$ cat config.mk
export PLATFORM = sky130hd
export DESIGN_NAME = shift_mix_cols
export DESIGN_NICKNAME = d
export VERILOG_FILES = /design/src/rtl/shift_mix_cols.sv
export SDC_FILE = /design/constraint.sdc
export NUM_CORES = 1
export LEC_CHECK = 0
export CORE_MARGIN = 4
export CORE_UTILIZATION = 40
export CTS_CLUSTER_SIZE = 40
export DETAILED_ROUTE_END_ITERATION = 8
export PLACE_DENSITY = 0.64
export SLEW_MARGIN = 20
export SYNTH_ARGS = -nofsm -noshare
export SYNTH_HDL_FRONTEND = slang
export SYNTH_SLANG_ARGS = --single-unit
$ cat constraint.sdc
create_clock -name clk_i -period 9.4 [get_ports clk_i]
set_input_delay 1.88 -clock clk_i [delete_from_list [all_inputs] [get_ports clk_i]]
set_output_delay 1.88 -clock clk_i [all_outputs]
set_load 0.01 [all_outputs]
$ cat src/rtl/shift_mix_cols.sv
// shift_mix_cols: AES ShiftRows then iterative MixColumns, COLS_PER_CYCLE columns per clock.
// Define SHIFT_MIX_INV_EN to add the inverse (InvMixColumns + InvShiftRows) path selected by inv_i.
module shift_mix_cols #(
  parameter int COLS_PER_CYCLE = 1
) (
  input  logic         clk_i,
  input  logic         rst_i,
  input  logic         en_i,
  input  logic         last_i,
  input  logic         inv_i,
  input  logic [127:0] state_i,
  output logic         busy_o,
  output logic         done_o,
  output logic [127:0] state_o
);
  typedef enum logic [1:0] {IDLE, BUSY, FIN} fsm_t;
  localparam logic [1:0] STEP = 2'(COLS_PER_CYCLE);
  fsm_t fsm_q, fsm_d;
  logic [127:0] work_q, work_d, out_q, out_d;
  logic [1:0] col_q, col_d;
  logic done_q, done_d, inv_in, inv_sel;
  logic [15:0] coef;
  function automatic logic [7:0] xt(input logic [7:0] x);
    return {x[6:0], 1'b0} ^ (x[7] ? 8'h1b : 8'h00);
  endfunction
  function automatic logic [7:0] gmul(input logic [7:0] x, input logic [3:0] k);
    logic [7:0] x2, x4, x8;
    x2 = xt(x);
    x4 = xt(x2);
    x8 = xt(x4);
    return ({8{k[0]}} & x) ^ ({8{k[1]}} & x2) ^ ({8{k[2]}} & x4) ^ ({8{k[3]}} & x8);
  endfunction
  // k holds the four column coefficients, first-row order, one nibble each
  function automatic logic [31:0] mix_col(input logic [31:0] a, input logic [15:0] k);
    logic [31:0] o;
    o = '0;
    for (int i = 0; i < 4; i++)
      for (int j = 0; j < 4; j++)
        o[31-8*i -: 8] = o[31-8*i -: 8] ^ gmul(a[31-8*((i+j)%4) -: 8], k[15-4*j -: 4]);
    return o;
  endfunction
  function automatic logic [127:0] shift_rows(input logic [127:0] s, input logic inv);
    logic [127:0] o;
    o = '0;
    for (int c = 0; c < 4; c++)
      for (int r = 0; r < 4; r++)
        o[127-8*(r+4*c) -: 8] = s[127-8*(r+4*(inv ? (c-r+4)%4 : (c+r)%4)) -: 8];
    return o;
  endfunction
`ifdef SHIFT_MIX_INV_EN
  logic inv_q, inv_d;
  assign inv_in  = inv_i;
  assign inv_sel = inv_q;
  assign coef    = inv_q ? 16'hebd9 : 16'h2311;
  always_comb inv_d = (fsm_q == IDLE && en_i) ? inv_i : inv_q;
  always_ff @(posedge clk_i or posedge rst_i)
    if (rst_i) inv_q <= 1'b0;
    else inv_q <= inv_d;
`else
  logic unused_inv;
  assign unused_inv = inv_i;
  assign inv_in     = 1'b0;
  assign inv_sel    = 1'b0;
  assign coef       = 16'h2311;
`endif
  always_comb begin
    fsm_d  = fsm_q;
    work_d = work_q;
    col_d  = col_q;
    out_d  = out_q;
    done_d = 1'b0;
    unique case (fsm_q)
      IDLE: if (en_i) begin
        work_d = inv_in ? state_i : shift_rows(state_i, 1'b0);
        col_d  = 2'd0;
        fsm_d  = last_i ? FIN : BUSY;
      end
      BUSY: begin
        for (int j = 0; j < 4; j++)
          if (j >= int'(col_q) && j < int'(col_q) + COLS_PER_CYCLE)
            work_d[127-32*j -: 32] = mix_col(work_q[127-32*j -: 32], coef);
        col_d = col_q + STEP;
        fsm_d = (int'(col_q) + COLS_PER_CYCLE >= 4) ? FIN : BUSY;
      end
      FIN: begin
        out_d  = inv_sel ? shift_rows(work_q, 1'b1) : work_q;
        done_d = 1'b1;
        fsm_d  = IDLE;
      end
      default: fsm_d = IDLE;
    endcase
  end
  always_ff @(posedge clk_i or posedge rst_i)
    if (rst_i) begin
      fsm_q  <= IDLE;
      work_q <= '0;
      col_q  <= 2'd0;
      out_q  <= '0;
      done_q <= 1'b0;
    end else begin
      fsm_q  <= fsm_d;
      work_q <= work_d;
      col_q  <= col_d;
      out_q  <= out_d;
      done_q <= done_d;
    end
  assign busy_o  = fsm_q != IDLE;
  assign done_o  = done_q;
  assign state_o = out_q;
endmodule
==> results.sh, run 1 <==
export IMPL_outcome="finished, final reports clean"
export IMPL_p_clk_frac=0.124
export IMPL_fmax_mhz=234
export IMPL_dr_pass1_iters=4
export IMPL_crit_required_ns=7.52
export IMPL_wl_per_cell_um=23.0
export IMPL_end_kind="output pin"
export IMPL_cts_root_buf="clkbuf_16"
export IMPL_yosysWarnings=0
export IMPL_seq_area_frac_synth=0.399
export IMPL_cp_max_fo=74
export IMPL_place_gp_congestion=0.799
export IMPL_ir_drop_mv=0.185
export IMPL_grt_overflow_total=0
export IMPL_cts_hold_buf=0
export IMPL_core_um2=40100
export IMPL_leakage_uw=0.00914
export IMPL_grt_pass1_vias=10800
export IMPL_num_io_pins=263
export IMPL_grt_start_max_net_pins=144
export IMPL_area_growth_synth_to_final_pct=23.4
export IMPL_power_frac_comb=0.621
export IMPL_cellPowerDensity_nw_per_um2=477
export IMPL_p_int_uw=6240
export IMPL_power_frac_seq=0.255
export IMPL_finalClockSkew_ns=0.0159
export IMPL_max_slew_margin_rel=0.284
export IMPL_reg2reg_slack_ns=5.70
export IMPL_synthesis_area_um2=16400
export IMPL_start_util=0.409
export IMPL_viasPerCell=5.57
export IMPL_syn_nets=1228
export IMPL_grt_pass1_wl_um=66400
export IMPL_first_iter_violations=710
export IMPL_power_switching_uw=3410
export IMPL_cts_tree="done"
export IMPL_drive_gt1_frac=0.0837
export IMPL_synth_distinct_cells=31
export IMPL_track_usage=0.186
export IMPL_postSynthCellCount=1090
export IMPL_fin_crit_ns=4.28
export IMPL_ant_nets=0
export IMPL_cts_buffer_depth=3
export IMPL_drc=0
export IMPL_max_slew_worst_pin_slew_ns=1.07
export IMPL_finalCritPeriodShare=0.455
export IMPL_fp_dieW_um=210
export IMPL_num_rows=73
export IMPL_rsz0062_at_grt="no"
export IMPL_start_kind="flip-flop"
export IMPL_syn_mean_instance_area_um2=15.0
export IMPL_place_ws_ns=4.73
export IMPL_worstPathArrival_ns=2.40
export IMPL_final_area_um2=20200
export IMPL_synth_seq_cells=261
export IMPL_cts_clk_slew_worst_paths_ns=0.06
export IMPL_nets=1408
export IMPL_setup_worst_path_class="flip-flop to output pin"
export IMPL_hp_class="flip-flop to flip-flop"
export IMPL_power_share_switching=0.354
export IMPL_num_vias=10100
export IMPL_drt_wl_total_um=41800
export IMPL_antenna_found_initial=3
export IMPL_slew_viol_final=0
export IMPL_die_area_um2=44300
export IMPL_setup_violations=0
export IMPL_cap_violations=0
export IMPL_setup_slack_ns=5.12
export IMPL_die_h_um=210
export IMPL_postCtsSetupRepairBufs=0
export IMPL_cts_sinks=261
export IMPL_cts_made_buffers=31
export IMPL_finalHoldViolations=0
export IMPL_io_buffers=261
export IMPL_post_cts_resized=0
export IMPL_clock_latency_ns=0.57
export IMPL_place_hpwl_um=27600
export IMPL_cts_max_level=1
export IMPL_place_area_um2=19200
export IMPL_setup_tns_final_ns=0
==> flip-flops by register name, indices dropped and copies added, names as in the netlist <==
signal,cells
col_q,2
done_o,1
fsm_q,2
state_o,128
work_q,128
==> power by group through the flow <==
stage | Clock [uW] | Sequential (uW) | Combinational [uW]
after floorplan | 0 | 2150 | 4840
after global placement | 0 | 2460 | 5900
after detailed placement | 0 | 2480 | 5970
after CTS | 1240 | 2460 | 6030
after global routing | 1280 | 2560 | 6410
final | 1200 | 2460 | 5990
==> cell families (layout without fill, tap and decap cells) <==
logic type / Yosys count / count (layout) / synth area share
AND/OR/NAND/NOR: 144 / 144 / 0.0757
flip-flops: 261 / 261 / 0.399
other: 0 / 2 / 0
buffers and inverters: 133 / 334 / 0.0414
XOR/XNOR: 282 / 282 / 0.307
adder cells (fa/ha/maj): 5 / 5 / 0.00382
AO/OA/AOI/OAI: 132 / 132 / 0.0798
multiplexers: 133 / 133 / 0.0941
==> layout by cell type, fill, tap and decap left out, drive strengths merged, types with 15 or more instances in the layout <==
cell type,synthesis,final
xor3,35,35
dfrtp,261,261
nor4b,128,128
clkbuf,67,43
mux2,129,129
a221o,128,128
xnor3,141,141
xnor2,69,69
clkdlybuf4s50,0,261
xor2,37,37
buf,63,15
==> Yosys cell counts <==
library cell / instances / share of area
a21oi_1: 2 / 0.00061
a221o_1: 128 / 0.078
a22o_1: 1 / 0.00053
and2b_1: 1 / 0.00046
buf_1: 3 / 0.00069
buf_2: 43 / 0.013
buf_4: 1 / 0.00046
buf_6: 16 / 0.011
clkbuf_1: 66 / 0.015
clkbuf_2: 1 / 0.00031
dfrtp_1: 261 / 0.40
ha_1: 5 / 0.0038
inv_1: 3 / 0.00069
mux2_1: 109 / 0.075
mux2_2: 20 / 0.014
mux2i_4: 4 / 0.0055
nand2_1: 1 / 0.00023
nand3b_1: 1 / 0.00046
nor2_1: 2 / 0.00046
nor2b_1: 2 / 0.00076
nor3b_2: 4 / 0.0031
nor4b_1: 128 / 0.068
o21bai_1: 1 / 0.00046
or2_1: 4 / 0.0015
or2_2: 1 / 0.00038
xnor2_1: 58 / 0.031
xnor2_2: 11 / 0.011
xnor3_1: 141 / 0.19
xor2_1: 36 / 0.019
xor2_2: 1 / 0.00099
xor3_1: 35 / 0.051
==> final timing paths <==
path	from	to	cells past startpoint
min reg2reg	state_o[80]$_DFFE_PP0P_	state_o[80]$_DFFE_PP0P_	1
min	state_o[80]$_DFFE_PP0P_	state_o[80]$_DFFE_PP0P_	1
min in group asynchronous	rst_i	state_o[13]$_DFFE_PP0P_	2
max	fsm_q[1]$_DFFE_PP0P_	busy_o	2
max reg2reg	fsm_q[0]$_DFFE_PP0P_	work_q[80]$_DFFE_PP0P_	6
max in group asynchronous	rst_i	fsm_q[0]$_DFFE_PP0P_	3
==> per-layer routing <==
layer / routed length, um / vias to the layer above / GRT usage
met4: 537 / 2 / 0.0380
met3: 2010 / 44 / 0.0271
li1: - / 4544 / -
met5: 20 / - / 0
met1: 19300 / 5262 / 0.275
met2: 20000 / 275 / 0.296
==> cell type report <==
class                   count  area (um^2)
flip-flops and latches    261         6540
diodes                      2         5.00
well taps                 525          657
clock inverters            12          145
repair buffers            277         2800
multi-input cells         696         9210
clock buffers              42          847
fillers                  3419        19900
inverters                   3         18.8
==> per-stage QoR <==
stage	total power [uW]	hold WS (ns)	cells	util
floorplan	7000	0.529	1090	-
detailed placement	8450	0.474	1760	0.478
CTS	9730	0.487	1814	0.503
global route	10200	0.499	1818	0.504
finish	9650	0.484	1818	0.504
global placement	8360	0.467	1759	0.478
==> critical path, cell delays in order, from the launching register on <==
cell	delay, ns
dfrtp_4	1.02
or2_2	0.24
clkdlybuf4s50_1	0.54
No activity file was read; power rests on OpenSTA's default activity.
==> run 2: changes to the inputs <==
- clock period: 9.4 -> 3.6 ns (I/O delays scaled with it)
==> run 2 against run 1 <==
Effect of this change: routed wire length is 0.68% lower; largest power group unchanged; sequential cell count stayed put; highest routed layer unchanged; via count is 0.52% higher; clock skew is 0.0071 ns lower; setup slack worse by 4.4 ns; register-to-register slack worse by 4.4 ns.
==> results.sh, run 2 (synthesized netlist as in run 1, its figures left out) <==
export IMPL_cts_sinks=261
export IMPL_num_io_pins=263
export IMPL_wl_per_cell_um=22.8
export IMPL_area_growth_synth_to_final_pct=23.7
export IMPL_nFillCells=3421
export IMPL_finalCritPeriodShare=0.797
export IMPL_die_area_um2=44300
export IMPL_final_cells=1821
export IMPL_cts_buffer_depth=3
export IMPL_leakage_uw=0.00916
export IMPL_cts_root_buf="clkbuf_16"
export IMPL_crit_required_ns=2.88
export IMPL_cts_max_level=1
export IMPL_nets=1413
export IMPL_drive_gt1_frac=0.0910
export IMPL_cts_hold_buf=0
export IMPL_place_area_um2=19300
export IMPL_max_slew_margin_rel=0.434
export IMPL_start_util=0.409
export IMPL_die_h_um=210
export IMPL_fin_crit_ns=2.87
export IMPL_max_slew_worst_pin_slew_ns=0.848
export IMPL_clock_latency_ns=0.56
export IMPL_cts_made_buffers=31
export IMPL_slew_viol_final=0
export IMPL_finalHoldViolations=0
export IMPL_grt_pass1_vias=10800
export IMPL_finalClockSkew_ns=0.00882
export IMPL_setup_violations=0
export IMPL_outcome="finished, final reports clean"
export IMPL_antennaDiodeCount=0
export IMPL_start_kind="flip-flop"
export IMPL_setup_worst_path_class="flip-flop to output pin"
export IMPL_rsz0062_at_grt="no"
export IMPL_core_um2=40100
export IMPL_io_buffers=261
export IMPL_cts_tree="done"
export IMPL_post_cts_resized=0
export IMPL_track_usage=0.184
export IMPL_final_area_um2=20300
export IMPL_viasPerCell=5.59
export IMPL_setup_slack_ns=0.730
export IMPL_fmax_mhz=348
export IMPL_cp_slowest_stage_delay_ns=0.69
export IMPL_place_hpwl_um=28300
export IMPL_worstPathArrival_ns=2.15
export IMPL_cp_max_fo=41
export IMPL_cap_violations=0
export IMPL_grt_pass1_wl_um=65600
export IMPL_multi_input_area_um2=9210
export IMPL_grt_start_max_net_pins=110
export IMPL_final_common_cell="clkdlybuf4s50_1"
export IMPL_worst_path_max_delay_cell="dfrtp_4"
export IMPL_place_ws_ns=0.605
export IMPL_dr_pass1_iters=4
export IMPL_place_gp_congestion=0.797
export IMPL_ir_drop_mv=0.487
export IMPL_num_vias=10200
export IMPL_cp_num_buf_inv=1
export IMPL_drt_wl_total_um=41600
export IMPL_crit_chain="or2_2, clkdlybuf4s50_1"
export IMPL_cts_clk_slew_worst_paths_ns=0.06
export IMPL_hold_slack_ns=0.481
export IMPL_grt_overflow_total=0
export IMPL_final_seq_area_um2=6540
export IMPL_hp_class="flip-flop to flip-flop"
export IMPL_mostFrequentLayoutCells="261 x clkdlybuf4s50_1, 259 x dfrtp_1, 141 x xnor3_1, 128 x nor4b_1, 128 x a221o_1"
export IMPL_antenna_found_initial=1
export IMPL_crit_family="flip-flops"
export IMPL_cellPowerDensity_nw_per_um2=1240
export IMPL_fp_dieW_um=210
export IMPL_dp_cells=1767
export IMPL_num_rows=73
export IMPL_postCtsSetupRepairBufs=0
export IMPL_ant_nets=0
export IMPL_first_iter_violations=541
export IMPL_end_kind="output pin"
export IMPL_drc=0
## run 2: layout make-up
type                            instances  share of cell area
Multi-Input combinational cell        696               0.454
Sequential cell                       261               0.322
Timing Repair Buffer                  282               0.141
Clock buffer                           44              0.0451
Tap cell                              525              0.0324
Clock inverter                         10             0.00420
Inverter                                3            0.000740
## run 2: path summary, 6_finish.rpt
path,startpoint,to,slack [ns],cells past startpoint
min in group asynchronous,rst_i,state_o[22]$_DFFE_PP0P_,0.49,2
max in group asynchronous,rst_i,state_o[100]$_DFFE_PP0P_,2.21,3
worst max-delay path,fsm_q[1]$_DFFE_PP0P_,busy_o,0.73,2
worst min register to register,state_o[68]$_DFFE_PP0P_,state_o[68]$_DFFE_PP0P_,0.48,1
worst min-delay path,state_o[68]$_DFFE_PP0P_,state_o[68]$_DFFE_PP0P_,0.48,1
worst max register to register,fsm_q[0]$_DFFE_PP0P_,work_q[31]$_DFFE_PP0P_,1.33,4
## run 2: report_power, final
part / switching [uW] / leakage (uW) / internal, uW / total (uW)
combinational: 5600 / 0.00541 / 10100 / 15700
sequential: 1990 / 0.00326 / 4350 / 6340
clock: 1250 / 0.000497 / 1820 / 3080
## run 2: per-stage QoR
step           power [uW]  TNS [ns]   util
2_1_floorplan       18300   -146.57      -
3_3_place_gp        21900         0  0.481
3_5_place_dp        22100         0  0.481
4_1_cts             25300         0  0.506
5_1_grt             26600         0  0.506
6_report            25100         0  0.506
## run 2: per-layer routing
| layer | GRT usage | vias up | wire length, um |
|---|---|---|---|
| met5 | 0 | - | 13 |
| met4 | 0.0380 | 2 | 666 |
| met3 | 0.0259 | 43 | 2010 |
| met1 | 0.272 | 5308 | 19100 |
| li1 | - | 4560 | - |
| met2 | 0.293 | 267 | 19800 |
## run 2: worst reg2reg max path, stage by stage (launching register included)
cell	delay [ns]
dfrtp_4	0.67
mux2i_4	0.71
buf_4	0.37
nor4b_1	0.11
a221o_1	0.31
==> variant 1, RTL diff (settings of run 1) <==
The option `SHIFT_MIX_INV_EN` is turned on by a define.
--- a/src/rtl/shift_mix_cols.sv
+++ b/src/rtl/shift_mix_cols.sv
@@ -1,5 +1,7 @@
 // shift_mix_cols: AES ShiftRows then iterative MixColumns, COLS_PER_CYCLE columns per clock.
 // Define SHIFT_MIX_INV_EN to add the inverse (InvMixColumns + InvShiftRows) path selected by inv_i.
+`define SHIFT_MIX_INV_EN
+
 module shift_mix_cols #(
   parameter int COLS_PER_CYCLE = 1
 ) (
Formal check against the unedited RTL: not equivalent (a bounded check fails within 4 cycles, from zero or initial values and one cycle with rst_i high).
==> variant 1 against run 1 <==
Fmax rose by 9.4%; clock skew is 0.020 ns higher; synthesized area rose by 40%; largest cell class unchanged; non-clock buffer count stayed put; via count up 77%; sequential cell count is 1 higher; routed wire length up 89%; critical path type unchanged; setup slack improved by 0.37 ns; design area grew 32%.
Power is not shown: default switching activity piles up to over one toggle a cycle in this logic, so the estimate is an artifact.
==> variant 1: results (changes against run 1) <==
| Metric | Value |
|---|---|
| Place WS | `5.199 ns (+0.4702 ns)` |
| Worst Path Max Fanout | `14 (-81%)` |
| Metal2 WL | `35.16 mm (+76%)` |
| Drt first-iter violations | `1,465 (+110%)` |
| Worst skew pair latency | `0.57 ns (about the same)` |
| M2 GR Usage | `38.78% (+9.2 points)` |
| Final setup margin | `5.491 ns (+0.3692 ns)` |
| Reg2Reg Launch Point | `inv_q$_DFFE_PP0P_` |
| Status | `finished, final reports clean` |
| PortBufs | `262 (+0.38%)` |
| Crit-path leading delay family | `flip-flops` |
| Via count | `17,920 (+77%)` |
| Max Root-Sink Buffers | `3 (unchanged)` |
| M1 wire length | `34.43 mm (+78%)` |
| Gr usage total | `25.23% (+6.6 points)` |
| Slack of the worst reg-to-reg path | `6.11 ns (+0.41 ns)` |
| Largest net degree at the start of global routing | `167 (+16%)` |
| First-pass GRT wire length | `116.0 mm (+75%)` |
| R2R depth | `7 (+1)` |
| Vias in the first global route | `17,420 (+61%)` |
| Crit path largest cell delay | `0.68 ns (-0.34 ns)` |
| WL met3 | `6.414 mm (+220%)` |
| Met3 global-route usage | `4.646% (+1.9 points)` |
| Drt first pass iters | `5 (+1)` |
| Slew HR | `24.84% (-3.5 points)` |
| Sequential element share of the synthesized area | `28.48% (-11 points)` |
| Worst R2R End | `work_q[10]$_DFFE_PP0P_` |
| Skew final | `0.03621 ns (+0.02030 ns)` |
| Total CTS buffers | `34 (+9.7%)` |
| Synth area leaders | `dfrtp_1 28%, xnor2_1 21%, mux2i_1 8.4%` |
| Layout cells sized above 1 | `4.844% (-3.5 points)` |
| Met1 global-route usage | `35.49% (+8.0 points)` |
| Critical path launch point | `fsm_q[1]$_DFFE_PP0P_` |
| Synth cell types | `46 (+48%)` |
| Routed len/inst | `23.44 µm (+1.9%)` |
| Synth top cells by count | `563 x xnor2_1, 434 x nand2_1, 262 x dfrtp_1` |
| H-tree depth | `2 (+1)` |
| Post-DP HPWL | `58.71 mm (+110%)` |
| Synth Net Count | `2,668 (+120%)` |
| Crit-path slowest cell | `dfrtp_1` |
| Fillers | `5,344 (+56%)` |
| CTS sink cnt | `262 (+0.38%)` |
| RD Place Congestion | `0.9169 (+15%)` |
## variant 1: logic make-up after synthesis
family | Yosys count | share of synthesized area [%]
AND/OR/NAND/NOR | 585 | 10.22
flip-flops | 262 | 28.48
adder cells (fa/ha/maj) | 4 | 0.2174
AO/OA/AOI/OAI | 361 | 8.344
buffers and inverters | 252 | 5.110
multiplexers | 194 | 8.442
XOR/XNOR | 873 | 39.18
## variant 1: layout make-up
cell class / instances / share of cell area [%]
diodes: 1 / 0.009340
repair buffers: 277 / 10.34
clock inverters: 18 / 0.8313
clock buffers: 43 / 3.568
inverters: 5 / 0.09807
flip-flops and latches: 262 / 24.49
multi-input cells: 2017 / 57.14
well taps: 756 / 3.531
## variant 1: worst min path at each step
stage,startpoint,to,slack (ns),depth (start not counted)
floorplan,state_o[120]$_DFFE_PP0P_,state_o[120]$_DFFE_PP0P_,0.51,2
global placement,state_o[5]$_DFFE_PP0P_,state_o[5]$_DFFE_PP0P_,0.46,2
detailed placement,state_o[127]$_DFFE_PP0P_,state_o[127]$_DFFE_PP0P_,0.47,2
CTS,state_o[127]$_DFFE_PP0P_,state_o[127]$_DFFE_PP0P_,0.48,2
global route,state_o[24]$_DFFE_PP0P_,state_o[24]$_DFFE_PP0P_,0.50,2
finish,state_o[127]$_DFFE_PP0P_,state_o[127]$_DFFE_PP0P_,0.48,2
## variant 1: per-stage QoR
step | utilization [%] | cell area, µm² | hold WS (ns) | instances
final | 47.24 | 26790 | 0.4769 | 3379
after global routing | 47.24 | 26790 | 0.4964 | 3379
after CTS | 47.23 | 26780 | 0.4815 | 3378
after detailed placement | 45.15 | 25600 | 0.4657 | 3317
after global placement | 45.15 | 25600 | 0.4629 | 3317
after floorplan | - | 23020 | 0.5140 | 2531
==> variant 2, RTL diff (config.mk and constraints of run 1) <==
Without the edit above. Register the inputs `last_i` and `state_i` before use, without a reset. The logic sees them one clock later. The other inputs are not delayed to match.
--- a/src/rtl/shift_mix_cols.sv
+++ b/src/rtl/shift_mix_cols.sv
@@ -15,6 +15,15 @@
 );
   typedef enum logic [1:0] {IDLE, BUSY, FIN} fsm_t;
   localparam logic [1:0] STEP = 2'(COLS_PER_CYCLE);
+
+  logic last_q;
+  logic [127:0] state_q;
+
+  always_ff @(posedge clk_i) begin
+    last_q  <= last_i;
+    state_q <= state_i;
+  end
+
   fsm_t fsm_q, fsm_d;
   logic [127:0] work_q, work_d, out_q, out_d;
   logic [1:0] col_q, col_d;
@@ -71,9 +80,9 @@
     done_d = 1'b0;
     unique case (fsm_q)
       IDLE: if (en_i) begin
-        work_d = inv_in ? state_i : shift_rows(state_i, 1'b0);
+        work_d = inv_in ? state_q : shift_rows(state_q, 1'b0);
         col_d  = 2'd0;
-        fsm_d  = last_i ? FIN : BUSY;
+        fsm_d  = last_q ? FIN : BUSY;
       end
       BUSY: begin
         for (int j = 0; j < 4; j++)
Check against the original RTL: not equivalent (Yosys sat finds a counterexample within 4 cycles, from zero or initial values and one cycle with rst_i high).
==> variant 2 against run 1 <==
Via count rose by 21%; synthesized cell count rose by 38%; synthesized area rose by 16%; total power rose by 13%; sequential cell count rose by 129; global-route usage rose by 0.13 points; setup slack got worse by 0.029 ns; routed wire length rose by 15%; design area rose by 16%; critical endpoint unchanged; highest routed layer unchanged.
==> variant 2: results (changes against run 1) <==
| Metric | Value |
|---|---|
| Sequential element share of the synthesized area | `48.12% (+8.3 points)` |
| Synth cell types | `29 (-6.5%)` |
| Drt first pass iters | `5 (+1)` |
| First-pass GRT wire length | `75.96 mm (+14%)` |
| Peak VDD IR | `257.5 µV (+39%)` |
| Worst R2R End | `work_q[100]$_DFFE_PP0P_` |
| Initial antenna violation count | `1 (-2)` |
| Worst skew pair latency | `0.55 ns (-0.02 ns)` |
| R2R depth | `7 (+1)` |
| Worst Hold Slack | `0.4702 ns (-0.01344 ns)` |
| Worst path arrival time | `2.43 ns (+0.03 ns)` |
| Skew final | `0.01303 ns (-0.002880 ns)` |
| H-tree depth | `2 (+1)` |
| Synth area leaders | `dfrtp_1 34%, xnor3_1 17%, dfxtp_1 14%` |
| Critical hold path startpoint | `state_o[47]$_DFFE_PP0P_` |
| Hold endpoint | `state_o[47]$_DFFE_PP0P_` |
| Via density | `5.310 (-4.7%)` |
| Post-DP HPWL | `31.46 mm (+14%)` |
| Place WS | `4.788 ns (+0.05897 ns)` |
| Synth top cells by count | `383 x nand2_1, 261 x dfrtp_1, 140 x xnor3_1` |
| Vias in the first global route | `12,920 (+19%)` |
| Status | `finished, final reports clean` |
| Worst Path Max Fanout | `81 (+9.5%)` |
| RD Place Congestion | `0.8104 (+1.4%)` |
| Diodes inserted | `0 (-2)` |
| Pleak | `10.98 nW (+20%)` |
| Least-Margin Pin Slew | `1.004 ns (-0.07031 ns)` |
| Synth Net Count | `1,641 (+34%)` |
[variant 2: cell type report]
cell class	count	area, µm²
clock buffer	65	1345
clock inverter	14	128.9
fill	4151	23230
inverter	7	36.28
multi-input combinational	954	9229
sequential	390	9121
tap	607	759.5
timing repair buffer	279	2800
[variant 2: power by group]
part | total (W) | switching (W) | internal [W]
Clock | 0.00173 | 0.000683 | 0.00104
Sequential | 0.00307 | 0.000818 | 0.00226
Combinational | 0.00609 | 0.00228 | 0.00381
Total | 0.0109 | 0.00378 | 0.00711
[variant 2: how the worst max path moves through the flow]
stage                                   endpoint                  from  depth (start not counted)
after floorplan             col_q[0]$_DFFE_PP0P_                 rst_i                          1
after detailed placement  work_q[63]$_DFFE_PP0P_                  en_i                          6
after global routing                      busy_o  fsm_q[1]$_DFFE_PP0P_                          2
final                                     busy_o  fsm_q[1]$_DFFE_PP0P_                          2
after CTS                                 busy_o  fsm_q[1]$_DFFE_PP0P_                          2
after global placement    work_q[41]$_DFFE_PP0P_                  en_i                          6
[variant 2: cell families (layout without fill, tap and decap cells)]
family	after synthesis	in the layout	synth area share, %
AO/OA/AOI/OAI	135	135	6.964
flip-flops	390	390	48.12
adder cells (fa/ha/maj)	5	5	0.3303
XOR/XNOR	284	284	26.86
buffers and inverters	159	365	3.554
AND/OR/NAND/NOR	526	526	13.96
multiplexers	4	4	0.2114
[variant 2: layer usage]
metal / share of wire (%) / routed length, µm / GRT usage [%] / vias to the layer above
li1: - / - / - / 5637
met1: 45 / 21520 / 26.40 / 6277
met2: 48 / 22860 / 30.11 / 320
met3: 5.6 / 2668 / 3.653 / 61
met4: 2.1 / 995 / 4.782 / 2
met5: 0.023 / 11 / 0 / -
